$ cat src/rtl/reg_writeback_scheduler.sv
// Write-port scheduler for the 8-entry register file: round-robin ALU/load arbitration,
// a registered write stage and a pending-write scoreboard for decode hazard stalls.
module reg_writeback_scheduler #(
  parameter int BITS     = 16,
  parameter int SEL_BITS = 3
) (
  input  logic                i_clk,
  input  logic                i_rst,
  input  logic                i_issue_valid,
  input  logic [SEL_BITS-1:0] i_issue_rd,
  output logic                o_issue_ready,
  input  logic [SEL_BITS-1:0] i_src1_sel,
  input  logic [SEL_BITS-1:0] i_src2_sel,
  output logic                o_src1_busy,
  output logic                o_src2_busy,
  input  logic                i_alu_valid,
  input  logic [SEL_BITS-1:0] i_alu_rd,
  input  logic [BITS-1:0]     i_alu_data,
  output logic                o_alu_ready,
  input  logic                i_mem_valid,
  input  logic [SEL_BITS-1:0] i_mem_rd,
  input  logic [BITS-1:0]     i_mem_data,
  output logic                o_mem_ready,
  output logic [SEL_BITS-1:0] o_wr_sel,
  output logic [BITS-1:0]     o_wr_data,
  output logic                o_wr_dis,
  output logic [(1<<SEL_BITS)-1:0] o_busy,
  output logic                o_err
);

  localparam int NREGS = 1 << SEL_BITS;

  // state        | meaning
  // LAST_ALU     | ALU won the most recent transfer; MEM wins next contention
  // LAST_MEM     | MEM won the most recent transfer (reset); ALU wins next contention
  typedef enum logic {LAST_ALU = 1'b0, LAST_MEM = 1'b1} grant_state_t;

  grant_state_t r_state;
  grant_state_t w_next_state;

  logic                r_wr_dis;
  logic [SEL_BITS-1:0] r_wr_sel;
  logic [BITS-1:0]     r_wr_data;
  logic [NREGS-1:0]    r_busy;
  logic                r_err;

  logic                w_grant_alu;
  logic                w_grant_mem;
  logic                w_xfer;
  logic [SEL_BITS-1:0] w_win_rd;
  logic [BITS-1:0]     w_win_data;
  logic                w_issue_ready;
  logic                w_issue_fire;
  logic                w_commit;
  logic                w_commit_stray;
  logic [NREGS-1:0]    w_busy_nxt;

  always_ff @(posedge i_clk or posedge i_rst) begin
    if (i_rst) r_state <= LAST_MEM;
    else       r_state <= w_next_state;
  end

  always_comb begin
    w_next_state = r_state;
    if (w_grant_alu)      w_next_state = LAST_ALU;
    else if (w_grant_mem) w_next_state = LAST_MEM;
  end

  always_comb begin
    w_grant_alu = 1'b0;
    w_grant_mem = 1'b0;
    case (r_state)
      LAST_MEM: begin
        w_grant_alu = i_alu_valid;
        w_grant_mem = i_mem_valid & ~i_alu_valid;
      end
      LAST_ALU: begin
        w_grant_mem = i_mem_valid;
        w_grant_alu = i_alu_valid & ~i_mem_valid;
      end
      default: begin
        w_grant_alu = 1'b0;
        w_grant_mem = 1'b0;
      end
    endcase
  end

  assign w_xfer     = w_grant_alu | w_grant_mem;
  assign w_win_rd   = w_grant_alu ? i_alu_rd   : i_mem_rd;
  assign w_win_data = w_grant_alu ? i_alu_data : i_mem_data;

  always_ff @(posedge i_clk or posedge i_rst) begin
    if (i_rst) begin
      r_wr_dis  <= 1'b1;
      r_wr_sel  <= '0;
      r_wr_data <= '0;
    end else if (w_xfer) begin
      r_wr_dis  <= 1'b0;
      r_wr_sel  <= w_win_rd;
      r_wr_data <= w_win_data;
    end else begin
      r_wr_dis  <= 1'b1;
    end
  end

  // Issue sees only the registered scoreboard, so a commit this cycle does not free its register yet.
  assign w_issue_ready  = ~r_busy[i_issue_rd];
  assign w_issue_fire   = i_issue_valid & w_issue_ready;
  assign w_commit       = ~r_wr_dis;
  assign w_commit_stray = w_commit & ~r_busy[r_wr_sel];

  always_comb begin
    w_busy_nxt = r_busy;
    if (w_commit)     w_busy_nxt[r_wr_sel]   = 1'b0;
    if (w_issue_fire) w_busy_nxt[i_issue_rd] = 1'b1;
  end

  always_ff @(posedge i_clk or posedge i_rst) begin
    if (i_rst) begin
      r_busy <= '0;
      r_err  <= 1'b0;
    end else begin
      r_busy <= w_busy_nxt;
      if (w_commit_stray) r_err <= 1'b1;
    end
  end

  assign o_issue_ready = w_issue_ready;
  assign o_src1_busy   = r_busy[i_src1_sel];
  assign o_src2_busy   = r_busy[i_src2_sel];
  assign o_alu_ready   = w_grant_alu;
  assign o_mem_ready   = w_grant_mem;
  assign o_wr_sel      = r_wr_sel;
  assign o_wr_data     = r_wr_data;
  assign o_wr_dis      = r_wr_dis;
  assign o_busy        = r_busy;
  assign o_err         = r_err;

endmodule

$ cat config.mk
export PLATFORM = sky130hd
export DESIGN_NAME = reg_writeback_scheduler
export DESIGN_NICKNAME = d
export VERILOG_FILES = /design/src/rtl/reg_writeback_scheduler.sv
export SDC_FILE = /design/constraint.sdc
export NUM_CORES = 1
export LEC_CHECK = 0
export ABC_AREA = 1
export CAP_MARGIN = 20
export CORE_MARGIN = 8
export CORE_UTILIZATION = 46
export CTS_BUF_LIST = sky130_fd_sc_hd__clkbuf_2 sky130_fd_sc_hd__clkbuf_4 sky130_fd_sc_hd__clkbuf_8
export DETAILED_ROUTE_END_ITERATION = 8
export PLACE_DENSITY = 0.88
export SYNTH_ARGS = -nofsm -noshare
export SYNTH_HDL_FRONTEND = slang
export SYNTH_SLANG_ARGS = --single-unit
export TNS_END_PERCENT = 20
$ cat constraint.sdc
create_clock -name i_clk -period 1.8 [get_ports i_clk]
set_input_delay 0.36 -clock i_clk [delete_from_list [all_inputs] [get_ports i_clk]]
set_output_delay 0.36 -clock i_clk [all_outputs]
set_load 0.02 [all_outputs]
After elaboration in Yosys (flattened, before gate mapping)
Index checks and enable logic that the tools add are counted.
{ "word_totals": {"rom_bits": 0, "latch_bits": 0, "inputBits": 52, "ram_bits": 0, "regBits": 30, "n_memories": 0, "out_inout_bits": 34, "word_cells": 50} }
{ "classes": {"n_mul": 0, "n_mux": 21, "order_cmp": 6, "div": 0, "shift": 0, "addsub": 0, "eq_ne": 0, "n_bitwise": 14, "n_reduce_logical": 3} }
{ "ops": {"columns": ["op", "count"], "rows": [
  ["$lt 3x4->1 const B", 4],
  ["$mux 16", 1],
  ["$mux 8", 2],
  ["$bmux 1 s3", 4],
  ["$mux 1", 9],
  ["$and 8x8->8", 1],
  ["$not 8->8", 1],
  ["$or 8x8->8", 1],
  ["$demux 1 s3", 2],
  ["$ge 3x1->1 const B", 2],
  ["$not 1->1", 6],
  ["$and 1x1->1", 4],
  ["$pmux 1 s2", 2],
  ["$mux 3", 1],
  ["$logic_and 1x1->1", 2],
  ["$reduce_bool 2->1", 1],
  ["$or 1x1->1", 1]
]} }

Longest topological paths before layout
{ "logic_depth": {"depth_word": 9, "depth_mapped": 9, "mapped_depth_nobuf": 8} }

Least setup slack after synthesis
No wires, ideal clock.
{ "synth_timing": {"path_kind": "reg-to-output", "from": "reg r_busy[1] (netlist: o_busy[1])", "to": "out o_src1_busy", "path_slack_ns": 0.370, "required_ns": 1.440, "stages_incl_launch_ff": 6, "t_arrival_ns": 1.070, "path_buffers": 0, "cell_sequence": "dfrtp_1 -> clkinv_1 -> a21oi_1 -> o21ai_0 -> nand2_1 -> o21a_1"} }
{ "synth_between": {"elab_chain_len": 2} }
{ "synth_lines": {"columns": ["element", "line_no", "rtl"], "rows": [
  ["from (decl)", "44", "logic [NREGS-1:0] r_busy;"],
  ["from (signal assigned)", "123", "r_busy <= w_busy_nxt;"],
  ["$bmux 1 s3", "129", "assign o_src1_busy = r_busy[i_src1_sel];"],
  ["$mux 1 (implied by the code)", "129", null],
  ["to (decl)", "14", "output logic o_src1_busy,"]
]} }
No other way between the ends. The select of a mux whose other input is x is not followed.

Worst setup path after layout
{ "layout_timing": {"from": "in i_issue_rd[0]", "to": "out o_issue_ready"} }
{ "layout_between": {"elab_chain_len": 3} }
{ "layout_lines": {"columns": ["element", "line_no", "rtl"], "rows": [
  ["from (decl)", "10", "input logic [SEL_BITS-1:0] i_issue_rd,"],
  ["$bmux 1 s3", "107", "assign w_issue_ready = ~r_busy[i_issue_rd];"],
  ["$mux 1 (implied by the code)", "107", null],
  ["$not 1->1", "107", null],
  ["to (decl)", "11", "output logic o_issue_ready,"]
]} }
No other way between the ends. The select of a mux whose other input is x is not followed.

==> impl_results.md <==
- Status: complete, no violations
- Final nets: 414
- Flop-to-flop setup slack: 0.41 ns
- First-pass GRT wire length: 9.453 mm
- Share of the synthesized area in the top cell type: 0.3804
- Commonest non-fill, non-tap cell in the layout: nand2_1
- Grt ovf: 0
- Final hold slack: 0.4442 ns
- Tightest Pin Transition: 0.4153 ns
- Port bufs: 85
- Vias/cell: 4.855
- Reg2Reg Depth: 6
- DIE HEIGHT: 79.28 um
- Number of buffers and inverters on the critical path: 3
- CTS sink count: 30
- # rows: 23
- Synth-to-Final Area Change: 59.31%
- Share of layout cells above drive strength 1: 0.1901
- RSZ-0062 raised after global routing: yes
- I/O pins: 86
- M1 GR Usage: 0.2012
- Max-slew headroom: 0.7223
- Drt first pass iters: 5
- Most frequent cells in the layout: 102 x nand2_1, 70 x clkdlybuf4s50_1, 28 x dfrtp_1, 23 x o21ai_1, 23 x buf_4
- Synth Cell Area: 0.001842 mm2
- Top cells by area, synth: dfrtp_1 38%, nand2_1 21%, o21ai_1 6.5%
- Pre-CTS setup slack: -0.5861 ns
- Reg2Reg Capture Point: o_wr_data[6]
- FF-to-FF Start: r_state
- Worst Hold Class: in2async
- Via Count: 2,005
- Critical path required time: 1.44 ns
- Crit path cell chain: dlygate4sd2_1 > inv_6 > nand2_4 > nand2_4 > nand2_4 > nand2_4 > nor2_8 > clkdlybuf4s15_2
- CTS tree: yes
- Core ar.: 0.003914 mm2
- Crit-path max FO: 6
- 1st-iter DRT viols: 105
- Dpl hpwl: 4.368 mm
- Critical path class: in2out
- CP Capture Type: output port
- Final Skew: 0.004231 ns
- Slowest-stage cell, CP: dlygate4sd2_1
- Post-synthesis sequential area ratio: 0.4090
- Final period util: 0.9922
- Fillers: 305
- Vias in the first global route: 2,047
- Post-synthesis register bit count: 30
- Post-Route WL: 5.770 mm
- Post-Syn Nets: 310
- # diodes: 0
- Max-slew violations: 0
- Die Wd: 79.28 um
- CTS buffer count: 5
- CTS max path bufs: 2
- GP Congestion: 0.8274
- Synthesized area per cell: 7.139 um2
- Top delay family on crit path: buffers and inverters
- Pleak: 1.445 nW
- Power Dens Cells: 916.9 mW/mm2
- CP most frequent cell: nand2_4
- Met2 usage: 0.3295
- Largest net degree at the start of global routing: 31
- Initial antenna violation count: 0
- Final min period: 1.786 ns
- Post-route DRC: 0
- Worst-path clk slew: 0.06 ns
- Routed WL per cell: 13.97 um
- Root Buffer: clkbuf_8
- Routed Antenna Nets: 0
- CP Launch Type: input port
- Max_cap viols: 0
- Worst-skew pair later-pin latency: 0.28 ns
- Largest stage delay, worst path: 0.38 ns
- VDD IR max: 0.0005632 V
- Setup violators final: 0
- M3 GR Usage: 0.06998
- Worst setup margin: 0.01408 ns
- Cell variety after synth: 22
- DIE AREA: 0.006285 mm2
- Yosys top cell by area: dfrtp_1
- Grt peak-use layer: met2
- Total GRT Usage: 0.1878
- CTS H-tree lvls: 2
- Yosys warns: 0
- Mapped Cells: 258
- Achievable Freq: 559.9 MHz
- Initial core utilization: 0.4706
- WP data arrival: 1.43 ns
- Final hold vios: 0
-- cells by family after synthesis --
kind of cell    synth area share
simple gates              0.3519
flops                     0.4090
buf+inv                  0.09239
compound gates            0.1467
-- flip-flops by register name, summed over array words and instances, names as in the netlist --
signal,cells
o_wr_sel,3
o_busy,8
o_err,1
r_state,1
o_wr_data,16
o_wr_dis,1
-- cell type report --
| type | count | area, um2 | area share |
|---|---|---|---|
| timing repair buffer | 107 | 983.4 | 0.3352 |
| clock buffer | 7 | 90.09 | 0.03070 |
| inverter | 29 | 115.1 | 0.03923 |
| clock inverter | 1 | 5.005 | 0.001706 |
| sequential | 30 | 753.2 | 0.2567 |
| multi-input combinational | 189 | 924.6 | 0.3151 |
| tap | 50 | 62.56 | 0.02132 |
-- cell usage after synthesis --
| master | instances |
|---|---|
| a21oi_1 | 6 |
| buf_2 | 9 |
| buf_6 | 1 |
| clkinv_1 | 1 |
| dfrtp_1 | 28 |
| dfstp_2 | 2 |
| inv_1 | 20 |
| inv_2 | 7 |
| inv_6 | 1 |
| nand2_1 | 102 |
| nand2_2 | 1 |
| nand2_4 | 4 |
| nand3_1 | 3 |
| nand3_2 | 11 |
| nand4_1 | 1 |
| nor2_1 | 15 |
| nor2_8 | 1 |
| o211ai_1 | 6 |
| o21a_1 | 2 |
| o21ai_0 | 12 |
| o21ai_1 | 24 |
| or2_0 | 1 |
-- metrics by stage --
step | utilization | instance area (um2) | setup TNS (ns) | std cells | power [mW]
after floorplan | - | 1842 | 0 | 258 | 1.480
after global placement | 0.7299 | 2856 | -1.996 | 404 | 2.100
after detailed placement | 0.7299 | 2856 | -2.362 | 404 | 2.121
after CTS | 0.7538 | 2950 | 0 | 412 | 2.694
after global routing | 0.7497 | 2934 | -0.03417 | 413 | 2.852
final | 0.7497 | 2934 | 0 | 413 | 2.690
-- worst max-delay path by stage --
stage / startpoint / end / slack (ns) / depth (start not counted)
floorplan: o_busy[1] / o_src1_busy / 0.37 / 5
global placement: i_issue_rd[0] / o_issue_ready / -0.54 / 8
detailed placement: i_issue_rd[0] / o_issue_ready / -0.59 / 8
CTS: i_alu_valid / o_mem_ready / 0.005 / 5
global route: i_issue_rd[0] / o_issue_ready / -0.03 / 8
finish: i_issue_rd[0] / o_issue_ready / 0.01 / 8
-- metal layers --
layer  part of all wire  up-vias  routed length, um
met5                  0        -                  0
met4              0.019        0                109
met3              0.079        9                456
met2               0.52       84               2986
met1               0.38      890               2218
li1                   -     1022                  -
-- report_power, final --
part	leakage [nW]	internal, mW	switching (mW)
logic	1.04	0.576	0.626
registers	0.357	0.795	0.117
clock network	0.0517	0.323	0.254
-- timing repair --
item,in CTS,in global routing
hold buffers,0,0
gates resized for setup,26,7
setup endpoints to repair,7,5
setup buffers,0,1
-- worst register-to-register path, cell delays in order (launching register included) --
cell	delay [ns]
dfstp_2	0.52
inv_1	0.06
o21ai_2	0.15
buf_4	0.26
nand2_1	0.07
o21ai_1	0.11
nand2_1	0.09
Power figures use the tool's default switching activity.
